==> src/rtl/imem_program_writer.sv <==
// Encodes symbolic instruction requests into 32-bit MIPS-style words and writes them
// sequentially into instruction memory, appending a NOP terminator; holds the CPU meanwhile.
module imem_program_writer #(
    parameter int ADDR_W    = 8,
    parameter int BASE_ADDR = 0,
    parameter int DEPTH     = 256
) (
    input  logic              clk,
    input  logic              reset,
    input  logic              start,
    input  logic              finish,
    input  logic              req_valid,
    output logic              req_ready,
    input  logic [2:0]        req_op,
    input  logic [4:0]        req_rs,
    input  logic [4:0]        req_rt,
    input  logic [4:0]        req_rd,
    input  logic [15:0]       req_imm,
    output logic              mem_we,
    output logic [ADDR_W-1:0] mem_addr,
    output logic [31:0]       mem_wdata,
    output logic [ADDR_W:0]   word_count,
    output logic              busy,
    output logic              done,
    output logic              full,
    output logic              err_illegal,
    output logic              cpu_hold
);
    localparam logic [ADDR_W-1:0] BASE = ADDR_W'(BASE_ADDR);
    // Last slot of the area belongs to the terminator.
    localparam logic [ADDR_W-1:0] LAST = ADDR_W'(BASE_ADDR + DEPTH - 1);

    typedef enum logic [1:0] {S_IDLE, S_LOAD, S_TERM, S_DONE} state_e;

    state_e            state_q, state_d;
    logic [ADDR_W-1:0] ptr_q, ptr_d;
    logic [ADDR_W:0]   cnt_q, cnt_d;
    logic              err_q, err_d;
    logic              we_q, we_d;
    logic [ADDR_W-1:0] addr_q, addr_d;
    logic [31:0]       wdata_q, wdata_d;

    logic        handshake;
    logic        op_legal;
    logic [31:0] enc_word;

    always_comb begin
        op_legal = 1'b1;
        enc_word = {6'd0, req_rs, req_rt, req_rd, 11'd0};
        case (req_op)
            3'd0: enc_word[31:26] = 6'd1;
            3'd1: enc_word[31:26] = 6'd3;
            3'd2: enc_word[31:26] = 6'd5;
            3'd3: enc_word[31:26] = 6'd7;
            3'd4: enc_word = {6'd2, req_rs, req_rt, req_imm};
            3'd5: enc_word = {6'd4, req_rs, req_rt, req_imm};
            default: begin
                op_legal = 1'b0;
                enc_word = 32'h0;
            end
        endcase
    end

    assign full      = (state_q == S_LOAD || state_q == S_TERM) && (ptr_q == LAST);
    assign req_ready = (state_q == S_LOAD) && !full && !finish && !reset;
    assign handshake = req_valid && req_ready;

    always_comb begin
        state_d = state_q;
        ptr_d   = ptr_q;
        cnt_d   = cnt_q;
        err_d   = err_q;
        we_d    = 1'b0;
        addr_d  = addr_q;
        wdata_d = wdata_q;
        case (state_q)
            S_IDLE, S_DONE: begin
                if (start) begin
                    state_d = S_LOAD;
                    ptr_d   = BASE;
                    cnt_d   = '0;
                    err_d   = 1'b0;
                end
            end
            S_LOAD: begin
                if (handshake) begin
                    if (op_legal) begin
                        we_d    = 1'b1;
                        addr_d  = ptr_q;
                        wdata_d = enc_word;
                        ptr_d   = ptr_q + ADDR_W'(1);
                        cnt_d   = cnt_q + (ADDR_W+1)'(1);
                    end else begin
                        err_d = 1'b1;
                    end
                end
                if (finish) state_d = S_TERM;
            end
            S_TERM: begin
                we_d    = 1'b1;
                addr_d  = ptr_q;
                wdata_d = 32'h0;
                ptr_d   = ptr_q + ADDR_W'(1);
                cnt_d   = cnt_q + (ADDR_W+1)'(1);
                state_d = S_DONE;
            end
            default: state_d = S_IDLE;
        endcase
    end

    always_ff @(posedge clk) begin
        if (reset) begin
            state_q <= S_IDLE;
            ptr_q   <= BASE;
            cnt_q   <= '0;
            err_q   <= 1'b0;
            we_q    <= 1'b0;
            addr_q  <= BASE;
            wdata_q <= 32'h0;
        end else begin
            state_q <= state_d;
            ptr_q   <= ptr_d;
            cnt_q   <= cnt_d;
            err_q   <= err_d;
            we_q    <= we_d;
            addr_q  <= addr_d;
            wdata_q <= wdata_d;
        end
    end

    // Reset masks a write already registered, so it never reaches memory.
    assign mem_we      = we_q && !reset;
    assign mem_addr    = addr_q;
    assign mem_wdata   = wdata_q;
    assign word_count  = cnt_q;
    assign busy        = (state_q == S_LOAD) || (state_q == S_TERM);
    assign done        = (state_q == S_DONE);
    assign err_illegal = err_q;
    assign cpu_hold    = (state_q != S_DONE) || reset;
endmodule

==> config.mk <==
export PLATFORM = sky130hd
export DESIGN_NAME = imem_program_writer
export DESIGN_NICKNAME = d
export VERILOG_FILES = /design/src/rtl/imem_program_writer.sv
export SDC_FILE = /design/constraint.sdc
export NUM_CORES = 1
export LEC_CHECK = 0
export ABC_AREA = 1
export CORE_ASPECT_RATIO = 1.75
export CORE_MARGIN = 2
export CORE_UTILIZATION = 40
export DETAILED_ROUTE_END_ITERATION = 8
export GPL_ROUTABILITY_DRIVEN = 0
export HOLD_SLACK_MARGIN = 0.12
export PLACE_DENSITY = 0.7
export SETUP_SLACK_MARGIN = 0.2
export SYNTH_ARGS = -nofsm -noshare
export SYNTH_HDL_FRONTEND = slang
export SYNTH_SLANG_ARGS = --single-unit
==> constraint.sdc <==
create_clock -name clk -period 2.7 [get_ports clk]
set_clock_uncertainty 0.15 [all_clocks]
set_input_delay 0.81 -clock clk [delete_from_list [all_inputs] [get_ports clk]]
set_output_delay 0.81 -clock clk [all_outputs]
set_load 0.005 [all_outputs]
==> summary.txt <==
Status
  • Status: completed

Clock tree
  • Total number of H-tree levels: 3
  • Hold-fix buffers, CTS: 0
  • Skew-Pair Late Insertion Delay: ~330 ps
  • TritonCTS clock tree: done
  • Clock root buffer master: clkbuf_16
  • Clock-pin slew on the worst setup and hold paths: about 50 ps
  • CTS Sinks: between 50 and 60
  • CTS buffer count: 9
  • Max clock buf depth: 2

Finish
  • Fill cells: between 700 and 800
  • Finished Layout Cells: around 580
  • Storage cell area: between 1000 and 1500 sq um
  • Nets@finish: between 500 and 600
  • Ratio of cells with drive above 1 in the final layout: around a fifth
  • Area growth syn-to-layout: 43.0%
  • Area occupied by multi-input gates: 1570 sq um
  • Inserted Diodes: 0

Yosys
  • Syn avg cell area: roughly 7.9 sq um
  • Post-synthesis compound-gate area fraction: 15.2%
  • Adder and majority gate portion of the synthesized area: 2.45%
  • Mux cell area share after synthesis: 0%
  • Cell variety after synth: 35
  • Total of warnings raised by yosys: 0
  • Count of state elements after synthesis: 58
  • Cell Area, Synth: 3060 sq um
  • Register area share after synthesis: 37.9%
  • Combinational family with the most area after synthesis: simple AND/OR/NAND/NOR gates
  • Post-synthesis simple-gate area fraction: 31.1%
  • Cells after Synth: between 300 and 400
  • Post-synthesis xor/xnor area fraction: 0.858%

Worst setup path
  • WP data required: 1740 ps
  • Worst r2r src: state_q[1]
  • Critical path class: flop to primary output
  • Startpoint Class: flop
  • CP max stage cell: dfxtp_4
  • Critical path origin: state_q[1]
  • Flop2flop setup slack: 450 ps
  • CP Capture Type: primary output
  • CP cell instances: inv_1, ha_1, nand2_2, nor3_2, buf_2
  • CP arrival: 1480 ps
  • CP max FO: 4
  • Critical Path Max Stage Delay: approximately 360 ps

STA
  • RSZ-0062 raised after global routing: yes
  • Fin. Hold Viols: 0
  • Slew Limit Fails: 0
  • Hold slack: 328 ps
  • Tcrit/Tclk final: around 90%
  • FMAX: a little over 400 MHz
  • Final setup vio count: 0
  • TNS Setup: 0 ps
  • Post-route minimum period: ~2400 ps

Detailed routing
  • Drt first pass iters: 4
  • DR DRC count: 0
  • DR iter-0 viols: 121
  • Via Count: ~2900
  • Antenna-violating nets left: 0
  • Drt via density: ~5.0
  • Routed Wire Length: ~8100 um
  • Wire length per cell: between 10 and 15 um

Floorplan
  • Die Area: approximately 8400 sq um
  • Die X: approximately 70 um
  • Initial Util: 40.7%
  • Rows: 42
  • CORE AREA: between 7000 and 8000 sq um
  • Die H: roughly 120 um
  • Num ports: 95

Flow run
  • Maxcap violations: 0

Power and ir drop
  • LEAKAGE: 1.73 nW
  • Overall power: 0.00384 W
  • Pwr dens: about 900 nW/um^2
  • Maximum VDD drop: 0.471 mV

Global routing
  • Gr ovfl total: 0
  • Initial antenna violation count: 0
  • Pin count of the biggest net entering global routing: 28
  • Vias in the first global route: 2781
  • Global-route wire length before repair: 13000 um
  • GRT Overall Usage: about a fifth

Place
  • Placed cells: approximately 560
  • IO buf count: 91
  • DP HPWL: roughly 5800 um

Min path
  • HP Class: flop to flop
  • Worst hold path startpoint: mem_wdata[11]
[repair_timing]
action / in CTS / in global routing
pin swaps: 3 / 2
setup endpoints to repair: 5 / 2
gates resized for setup: 20 / 4
buffers inserted: 1 / 2
[metrics by stage]
step | cell area, sq um | setup WS, ps | util, %
6_report | 4380 | 263 | 58.3
4_1_cts | 4360 | 182 | 58.0
2_1_floorplan | 3070 | 314 | -
3_5_place_dp | 4010 | -292 | 53.3
3_3_place_gp | 4010 | -253 | 53.3
5_1_grt | 4380 | 170 | 58.3
[state kept, by name (all words and copies together) (netlist names)]
register     cells
we_q             1
err_illegal      1
state_q          2
mem_addr         8
ptr_q            8
word_count       9
mem_wdata       29
[where the power goes]
group / internal, W / switching (W)
logic: 0.000685 / 0.000825
clock network: 0.000795 / 0.000385
registers: 0.00102 / 0.000123
total: 0.00250 / 0.00133
[critical path: cells and delay by family, from the launching register on]
family                   cells  cell delay (ps)
buffers and inverters        2              220
flip-flops                   1              360
AND/OR/NAND/NOR              2              270
adder cells (fa/ha/maj)      1              300
[cell families after synthesis]
| logic type | count (synthesis) |
|---|---|
| other | 1 |
| xor gates and xnor gates | 3 |
| buffers and inverters | 65 |
| adders and majority gates | 6 |
| AOI/OAI and AO/OA | 72 |
| DFF | 58 |
| and+or+nand+nor | 183 |
[layout by cell type, fill, tap and decap left out, types with 3 or more instances in the layout]
master and instances:
clkbuf_16 9, nand4_1 11, dfxtp_2 3, a21oi_2 19, clkinv_2 3, clkdlybuf4s50_1 84, nand2_1 84, inv_2 4
nor2_1 29, nand3_1 26, o21ai_0 16, conb_1 3, a22o_1 5, a21oi_1 27, buf_4 17, ha_1 3
inv_1 37, dfxtp_1 54, nand3_2 20, dlygate4sd2_1 4
[Yosys cell counts, drive strengths merged]
cell type | number | area share, %
a22o | 5 | 1.4
nor3 | 3 | 0.49
o31ai | 1 | 0.25
a21oi | 46 | 9.8
ha | 6 | 2.5
conb | 1 | 0.12
buf | 15 | 5.2
nand2 | 87 | 11
xnor2 | 1 | 0.29
inv | 41 | 5.0
a21boi | 1 | 0.25
o211ai | 2 | 0.49
nand4 | 12 | 2.9
dfxtp | 58 | 38
nor2 | 34 | 5.3
clkbuf | 9 | 2.1
xor2 | 2 | 0.57
a32o | 1 | 0.33
nand3 | 47 | 11
o21ai | 16 | 2.6
[layout make-up]
| cell class | count | area share, % |
|---|---|---|
| Inverter | 41 | 3.51 |
| Tap cell | 88 | 2.51 |
| Multi-Input combinational cell | 267 | 35.8 |
| Timing Repair Buffer | 110 | 24.5 |
| Clock inverter | 6 | 1.89 |
| Clock buffer | 9 | 5.14 |
| Sequential cell | 58 | 26.7 |
[path summary, 6_finish.rpt]
check | end | cells after the start
worst max-delay path | req_ready | 5
worst min-delay path | mem_wdata[11] | 2
worst max register to register | mem_wdata[9] | 10
worst min register to register | mem_wdata[11] | 2
[per-layer routing]
layer	GRT usage, %	vias to the layer above	share of wire, %
li1	-	1473	-
met1	21.8	1361	41
met2	34.0	74	52
met3	4.70	13	4.2
met4	8.65	0	2.3
met5	0	-	0
No activity file was read; power rests on OpenSTA's default activity.
